`src/rtl/count_pkg.sv`:
```
// Shared definitions for the interval-counter scheduler: FSM encoding and
// default counter geometry.
package count_pkg;

    typedef enum logic [1:0] {
        IDLE   = 2'd0,
        ARM    = 2'd1,
        RUN    = 2'd2,
        REPORT = 2'd3
    } state_t;

    localparam int DEF_CNT_W     = 13;
    localparam int DEF_MAX_COUNT = 8191;
    localparam int ID_W          = 3;

endpackage

```
`src/rtl/rr_arbiter.sv`:
```
// Combinational round-robin pick: first set request searching upward from
// ptr+1, wrapping at NUM_REQ.
module rr_arbiter
    import count_pkg::*;
#(
    parameter int NUM_REQ = 4
) (
    input  logic [NUM_REQ-1:0] req,
    input  logic [ID_W-1:0]    ptr,
    output logic [NUM_REQ-1:0] onehot,
    output logic [ID_W-1:0]    index,
    output logic               any_req
);

    logic [3:0] pos;
    logic       found;

    assign any_req = |req;

    always_comb begin
        onehot = '0;
        index  = '0;
        found  = 1'b0;
        pos    = '0;
        for (int k = 1; k <= NUM_REQ; k++) begin
            pos = {1'b0, ptr} + 4'(k);
            if (pos >= 4'(NUM_REQ))
                pos = pos - 4'(NUM_REQ);
            // Matching against every lane keeps the req select in range.
            for (int i = 0; i < NUM_REQ; i++) begin
                if (!found && req[i] && (4'(i) == pos)) begin
                    found     = 1'b1;
                    index     = ID_W'(i);
                    onehot[i] = 1'b1;
                end
            end
        end
    end

endmodule

```
`src/rtl/count_scheduler.sv`:
```
// Grants one shared interval counter to NUM_REQ requesters round-robin, starts
// it on a slow-tick rising edge and reports the captured count via valid/ready.
module count_scheduler
    import count_pkg::*;
#(
    parameter int NUM_REQ   = 4,
    parameter int CNT_W     = DEF_CNT_W,
    parameter int MAX_COUNT = DEF_MAX_COUNT
) (
    input  logic               clk,
    input  logic               resetn,
    input  logic               tick,
    input  logic [NUM_REQ-1:0] req,
    input  logic [NUM_REQ-1:0] stop,
    input  logic [CNT_W-1:0]   cnt_value,
    input  logic               cnt_full,
    output logic               cnt_clr,
    output logic               cnt_run,
    output logic [NUM_REQ-1:0] grant,
    output logic [CNT_W-1:0]   result,
    output logic [2:0]         result_id,
    output logic               result_sat,
    output logic               result_valid,
    input  logic               result_ready
);

    localparam logic [CNT_W-1:0] MAX_V = CNT_W'(MAX_COUNT);

    state_t             state, state_nxt;
    logic               tick_q;
    logic               tick_rise;
    logic [ID_W-1:0]    ptr;
    logic [ID_W-1:0]    id;
    logic [NUM_REQ-1:0] pick_oh;
    logic [ID_W-1:0]    pick_idx;
    logic               any_req;
    logic               own_req;
    logic               own_stop;

    rr_arbiter #(.NUM_REQ(NUM_REQ)) u_arb (
        .req     (req),
        .ptr     (ptr),
        .onehot  (pick_oh),
        .index   (pick_idx),
        .any_req (any_req)
    );

    assign tick_rise = tick & ~tick_q;
    // Masking with grant avoids indexing req/stop with a wider id.
    assign own_req   = |(req & grant);
    assign own_stop  = |(stop & grant);
    assign result_id = id;

    always_ff @(posedge clk or negedge resetn) begin
        if (!resetn) state <= IDLE;
        else         state <= state_nxt;
    end

    always_comb begin
        state_nxt    = state;
        cnt_run      = 1'b0;
        result_valid = 1'b0;
        case (state)
            IDLE:   if (any_req) state_nxt = ARM;
            ARM: begin
                if (!own_req)       state_nxt = IDLE;
                else if (tick_rise) state_nxt = RUN;
            end
            RUN: begin
                cnt_run = 1'b1;
                if (!own_req)                 state_nxt = IDLE;
                else if (own_stop || cnt_full) state_nxt = REPORT;
            end
            REPORT: begin
                result_valid = 1'b1;
                if (result_ready) state_nxt = IDLE;
            end
            default: state_nxt = IDLE;
        endcase
    end

    always_ff @(posedge clk or negedge resetn) begin
        if (!resetn) begin
            tick_q     <= 1'b0;
            ptr        <= ID_W'(NUM_REQ - 1);
            id         <= '0;
            grant      <= '0;
            cnt_clr    <= 1'b0;
            result     <= '0;
            result_sat <= 1'b0;
        end else begin
            tick_q  <= tick;
            cnt_clr <= 1'b0;
            case (state)
                IDLE: begin
                    if (any_req) begin
                        id      <= pick_idx;
                        grant   <= pick_oh;
                        cnt_clr <= 1'b1;
                    end
                end
                ARM, RUN: begin
                    if (!own_req) begin
                        grant <= '0;
                        ptr   <= id;
                    end else if (state == RUN && (own_stop || cnt_full)) begin
                        // Stop wins over saturation but the value is then MAX.
                        result     <= (own_stop && !cnt_full) ? cnt_value : MAX_V;
                        result_sat <= ~own_stop;
                    end
                end
                REPORT: begin
                    if (result_ready) begin
                        grant <= '0;
                        ptr   <= id;
                    end
                end
                default: ;
            endcase
        end
    end

endmodule

```
`config.mk`:
```
export PLATFORM = sky130hd
export DESIGN_NAME = count_scheduler
export DESIGN_NICKNAME = d
export VERILOG_FILES = /design/src/rtl/count_pkg.sv /design/src/rtl/rr_arbiter.sv /design/src/rtl/count_scheduler.sv
export SDC_FILE = /design/constraint.sdc
export NUM_CORES = 1
export LEC_CHECK = 0
export ABC_CLOCK_PERIOD_IN_PS = 3050
export BUFFER_PORTS_ARGS = -buffer_cell sky130_fd_sc_hd__buf_4
export CAP_MARGIN = 10
export CORE_MARGIN = 1
export CORE_UTILIZATION = 40
export DETAILED_ROUTE_END_ITERATION = 16
export GPL_ROUTABILITY_DRIVEN = 1
export MAX_ROUTING_LAYER = met4
export PLACE_DENSITY = 0.7
export SLEW_MARGIN = 20
export SYNTH_ARGS = -nofsm -noshare
export SYNTH_HDL_FRONTEND = slang
export SYNTH_SLANG_ARGS = --single-unit
```
`constraint.sdc`:
```
create_clock -name clk -period 3.05 [get_ports clk]
set_input_delay 0.61 -clock clk [delete_from_list [all_inputs] [get_ports clk]]
set_output_delay 0.61 -clock clk [all_outputs]
set_load 0.02 [all_outputs]
```
# Word level (Yosys, flattened, before mapping)
# Index checks and enable logic that the tools add are counted.
dict set report word_totals {
  register_bits 28
  wordCells 178
}
dict set report op_classes {
  addsub 8
  magnitude_cmp 4
  eq_ne 20
  mux 68
  bitwise 5
  n_reduce_logical 65
}
# cell n
set op_table {}
lappend op_table {{$mux 2} 20}
lappend op_table {{$mux 1} 35}
lappend op_table {{$logic_and 1x1->1} 33}
lappend op_table {{$eq 2x4->1 const A} 8}
lappend op_table {{$mux 4} 7}
lappend op_table {{$eq 1x4->1 const A} 4}
lappend op_table {{$ge 4x3->1 const B} 4}
lappend op_table {{$logic_not 1->1} 16}
lappend op_table {{$logic_not 4->1} 4}
lappend op_table {{$sub 4x3->4 const B} 4}
lappend op_table {{$mux 13} 1}
lappend op_table {{$pmux 4 s3} 1}
lappend op_table {{$reduce_or 4->1} 3}
lappend op_table {{$reduce_and 3->1} 3}
lappend op_table {{$add 3x2->4 const B} 2}
lappend op_table {{$and 4x4->4} 2}
lappend op_table {{$pmux 2 s4} 1}
lappend op_table {{$mux 3} 2}
lappend op_table {{$ne 2x2->1 const B} 3}
lappend op_table {{$ne 3x3->1 const B} 2}
lappend op_table {{$pmux 3 s2} 1}
lappend op_table {{$add 3x1->4 const B} 1}
lappend op_table {{$add 3x3->4 const B} 1}
lappend op_table {{$eq 2x2->1 const B} 2}
lappend op_table {{other kinds (9)} 10}

# Depth between registers and ports, before layout
dict set report depth {
  depth_word 68
  mapped_depth 7
  mapped_depth_nobuf 6
}

# Hierarchy
# From an unflattened synthesis, not the netlist that was laid out.
dict set report hier_totals {
  hier_cells 235
  hier_area_um2 2142.1
}
# module n_inst cells_each area_per_inst_um2 seq_area_each_um2
set by_module_without_submodules {}
lappend by_module_without_submodules {count_scheduler 1 150 1520.2 703.2}
lappend by_module_without_submodules {rr_arbiter 1 85 621.8 0.0}

# Worst setup path after synthesis
# No wires, ideal clock.
dict set report synth_path {
  path_type {input-to-reg}
  startpoint {input req[1]}
  endpoint {register state[1]}
  setup_ns 0.125
  t_arrival_ns 1.791
  required_time_ns 2.925
  setup_slack_ns 1.134
  stages 5
  path_buffers 1
  path_cell_list {buf_6 > or4_4 > o21ai_4 > a221oi_2 > mux2_4}
}
dict set report synth_between {
  elab_chain_len 4
  word_cells_on_any_way 10
  cone_classes {eq/ne: 3; mux: 3; bitwise: 1; reduce/logical: 3}
}
# element line
set synth_lines {}
lappend synth_lines {{start, declared} count_scheduler.sv:13} ;# input logic [NUM_REQ-1:0] req,
lappend synth_lines {{$and 4x4->4} count_scheduler.sv:50} ;# assign own_req = |(req & grant);
lappend synth_lines {{$reduce_or 4->1} count_scheduler.sv:50}
lappend synth_lines {{$ne 3x3->1 (no line) (tied with other cells)} -}
lappend synth_lines {{$reduce_and 4->1 (no line) or $pmux 2 s4 (tied branches)} -}
lappend synth_lines {{end signal, assigned} count_scheduler.sv:56} ;# else state <= state_nxt;
lappend synth_lines {{end, declared} count_scheduler.sv:29} ;# state_t state, state_nxt;
# Several ways; a longest one is shown, not always the timed one.
# A chain may end at the register's enable or synchronous reset.

# Final worst setup path
dict set report layout_path {
  startpoint {register state[0]}
  endpoint {register result[0]}
}
dict set report layout_between {
  elab_chain_len 3
  word_cells_on_any_way 5
  cone_classes {eq/ne: 2; reduce/logical: 3}
}
# element line
set layout_lines {}
lappend layout_lines {{$eq 2x2->1 or $eq 2x1->1 (tied branches)} {count_scheduler.sv:94, count_scheduler.sv:106}}
lappend layout_lines {{$reduce_or 2->1 or $logic_and 1x1->1 (tied branches)} {count_scheduler.sv:94, count_scheduler.sv:106}}
lappend layout_lines {{$reduce_and 3->1 (no line) *} -}
lappend layout_lines {{end signal, assigned} count_scheduler.sv:108} ;# result <= (own_stop && !cnt_full) ? cnt_value : MAX_V;
lappend layout_lines {{end, declared} count_scheduler.sv:20} ;# output logic [CNT_W-1:0] result,
# Every way passes the cells marked *; elsewhere a longest branch is shown, timed or not.

==> qor.csv <==
stage,metric,value,unit
outcome,status,finished clean,
setup_path,"Slowest-stage cell, CP",and3b_1,
layout,Non-Filler Instances,248,
layout,post-route cell area,1937,um2
clocking,clock slew at reported path FFs,90,ps
sta,slew margin rel.,38.70,%
global_routing,vias in the first global route,1281,
logic_synthesis,synthesized area,1514,um2
pwr,clock share of power,15.6,%
logic_synthesis,"FF+latch count, synth",26,
floorplan,CORE AREA,3468,um2
global_routing,largest net degree at the start of global routing,27,
pwr,sequential share of power,36.6,%
setup_path,Crit. End Element,flop,
clocking,clock sink count,26,
setup_path,Crit path largest cell delay,710,ps
min_path,min-delay worst type,in -> async,
global_routing,Total GRT Usage,18.43,%
clocking,Hold Buf Count CTS,0,
placement,Placed Area,1882,um2
pwr,internal power,0.0008500,W
floorplan,DIE WIDTH,63.52,um
sta,unrepaired setup endpoints after global routing,no,
setup_path,kind of critical path,reg -> reg,
layout,Final nets,234,
layout,layout cells sized above 1,31.19,%
clocking,Resize count post-CTS,0,
logic_synthesis,post-synthesis sequential area ratio,43.14,%
sta,final setup skew,3.819,ps
route,routed len/inst,13.49,um
logic_synthesis,Synth cell types,41,
placement,Placed Cells,244,
clocking,clock buffer depth,2,
pwr,Sw Ratio,40.28,%
flow_run,Max-Cap Viols,0,
placement,IO buf count,48,
logic_synthesis,Mapped Nets,188,
clocking,# Post-CTS Setup Buffers,0,
sta,Pins Over Slew Limit,0,
pwr,Worst IR Drop VDD,0.4036,mV
logic_synthesis,Cells after Synth,157,
pwr,P_sw,0.0005732,W
global_routing,initial antenna violation count,0,
floorplan,initial cell density of the core,43.65,%
placement,Detail Placement HPWL,2.633,mm
clocking,CTS tree,yes,
floorplan,Die ar.,4035,um2
floorplan,row count,21,
route,drt pass-1 iters,4,
sta,Worst Tran Pin Value,917.6,ps
pwr,part of the power in combinational logic,47.7,%
logic_synthesis,Avg Inst Size Synth,9.643,um2
logic_synthesis,Synth Warn #,0,
pwr,pwr dens,734.8,nW/um2
route,Remaining DRCs,0,
placement,GP Congestion,0.8190,
sta,fmax,474.5,MHz
global_routing,first-pass GRT wire length,5.685,mm
setup_path,WP data arrival,2300,ps
sta,Final min period,2107,ps
clocking,CTS Buf Count,3,
setup_path,Critical Path RT,3240,ps
sta,Tcrit/Tclk final,69.09,%
sta,setup violators final,0,
route,1st-iter DRT viols,47,
clocking,Clock Latency Late Sink,270,ps
pwr,LEAKAGE,0.9457,nW
sta,final hold viol count,0,
route,routed vias,1275,
floorplan,IO Count,50,
global_routing,Congestion Overflow GR,0,
route,Via-to-Cell Ratio,5.141,
route,drt total wl,3.345,mm
setup_path,crit-path cells,inv_1 > ha_1 > a21boi_2 > and3b_1 > mux2i_1,
route,Final ANT Viol Nets,0,
clocking,H-tree levels,1,
clocking,Clock Root Buffer,clkbuf_8,
layout,Synth-to-Final Area Change,27.93,%
setup_path,CP startpoint kind,flop,
floorplan,die height,63.52,um
setup_path,Critical Path Fanout Max,13,
sta,Fin Setup TNS,0,ps
layout,antenna cells,0,
## synthesized netlist by cell type (all sizes together)
cell | count | area share (%)
o2111ai | 1 | 0.58
mux2i | 13 | 8.6
a22o | 2 | 1.2
a22oi | 2 | 1.7
o211ai | 1 | 0.50
nand2b | 7 | 2.9
ha | 5 | 4.1
and3b | 1 | 0.58
inv | 19 | 4.7
a21boi | 3 | 1.7
and2 | 1 | 0.41
or4 | 1 | 0.74
or2b | 2 | 0.99
a31oi | 2 | 0.83
a2111o | 1 | 0.74
or2 | 2 | 0.83
clkbuf | 2 | 0.50
dfrtp | 24 | 40
nand3 | 2 | 0.66
conb | 1 | 0.25
o221ai | 1 | 0.58
a221oi | 1 | 0.99
o21bai | 1 | 0.50
and3 | 1 | 0.41
o31ai | 3 | 1.5
mux2 | 1 | 0.99
o22a | 2 | 1.2
buf | 5 | 2.8
a21oi | 8 | 2.6
dfstp | 2 | 3.5
a221o | 2 | 1.3
o21ai | 9 | 3.7
nor2 | 18 | 4.5
nand2 | 6 | 1.5
nor3 | 4 | 1.3
o21a | 1 | 0.50
## sequential cells by signal (all words and copies together) (netlist names)
name and count:
result 13, grant 4, ptr 2, result_id 2, state 2, cnt_clr 1, result_sat 1, tick_q 1
## layout make-up
class | instances | area [um2]
clock buffer | 4 | 55.05
fill | 329 | 1531
inverter | 19 | 71.32
multi-input combinational | 105 | 739.5
sequential | 26 | 653.1
tap | 46 | 57.56
timing repair buffer | 48 | 360.3
## layout by cell type (no fill, tap or decap), types with 2 or more instances in the layout
cell type,count
clkbuf_8,4
nand2_1,6
nand3_1,2
o21ai_0,8
ha_1,5
a22oi_2,2
dfstp_2,2
or2_2,2
a221o_1,2
a31oi_1,2
nor3_1,4
a22o_1,2
o22a_1,2
nor2_1,18
inv_1,19
o31ai_1,3
or2b_1,2
dfrtp_1,24
a21oi_1,8
nand2b_1,7
buf_4,48
mux2i_1,13
## path summary, 6_finish.rpt
| kind | slack (ps) | cells after the start | start | to |
|---|---|---|---|---|
| setup reg to reg | 940 | 5 | state[0] | result[0] |
| max in group asynchronous | 2540 | 1 | resetn | ptr[0] |
| min in group clk | 450 | 1 | tick | tick_q |
| hold / removal | 230 | 1 | resetn | result[10] |
| setup / recovery | 940 | 5 | state[0] | result[0] |
| hold reg to reg | 520 | 2 | result[1] | result[1] |
## metal layers
| metal | share of wire [%] | GRT usage (%) | wire length, um | vias to the layer above |
|---|---|---|---|---|
| met2 | 50 | 31.52 | 1665 | 43 |
| li1 | - | - | - | 628 |
| met5 | 0 | - | 0 | - |
| met3 | 5.9 | 2.717 | 198 | 6 |
| met4 | 1.9 | 6.250 | 63 | 0 |
| met1 | 42 | 21.98 | 1418 | 598 |
## cells by family after synthesis
| logic type | count (synthesis) | synth area share (%) |
|---|---|---|
| buffers and inverters | 26 | 8.016 |
| AND/OR/NAND/NOR | 45 | 14.79 |
| flip-flops | 26 | 43.14 |
| multiplexers | 14 | 9.586 |
| AO/OA/AOI/OAI | 40 | 20.08 |
| adder cells (fa/ha/maj) | 5 | 4.132 |
| other | 1 | 0.2477 |
## critical path, delay by kind of cell, from the launching register on
family                     cells  cell delay (ps)
muxes                          1              280
AOI/OAI and AO/OA              1              300
DFF                            1              420
buffers and inverters          1              110
and+or+nand+nor                1              710
adders and majority gates      1              200
## power by group through the flow
stage	clock network, W	registers, W	logic, W
finish	0.000223	0.000521	0.000679
global route	0.000240	0.000536	0.000761
CTS	0.000227	0.000522	0.000687
detailed placement	0	0.000528	0.000686
global placement	0	0.000525	0.000663
floorplan	0	0.000557	0.000423
## per-stage QoR
stage / total power (W) / util [%] / hold slack (ps) / worst slack [ps]
floorplan: 0.0009802 / - / 314.4 / 1134
global placement: 0.001187 / 54.26 / 507.3 / 945.9
detailed placement: 0.001214 / 54.26 / 513.1 / 868.0
CTS: 0.001436 / 55.84 / 236.9 / 967.6
global route: 0.001536 / 55.84 / 249.4 / 751.8
finish: 0.001423 / 55.84 / 225.7 / 942.7
Note: power is estimated with default switching activity, not from simulation.
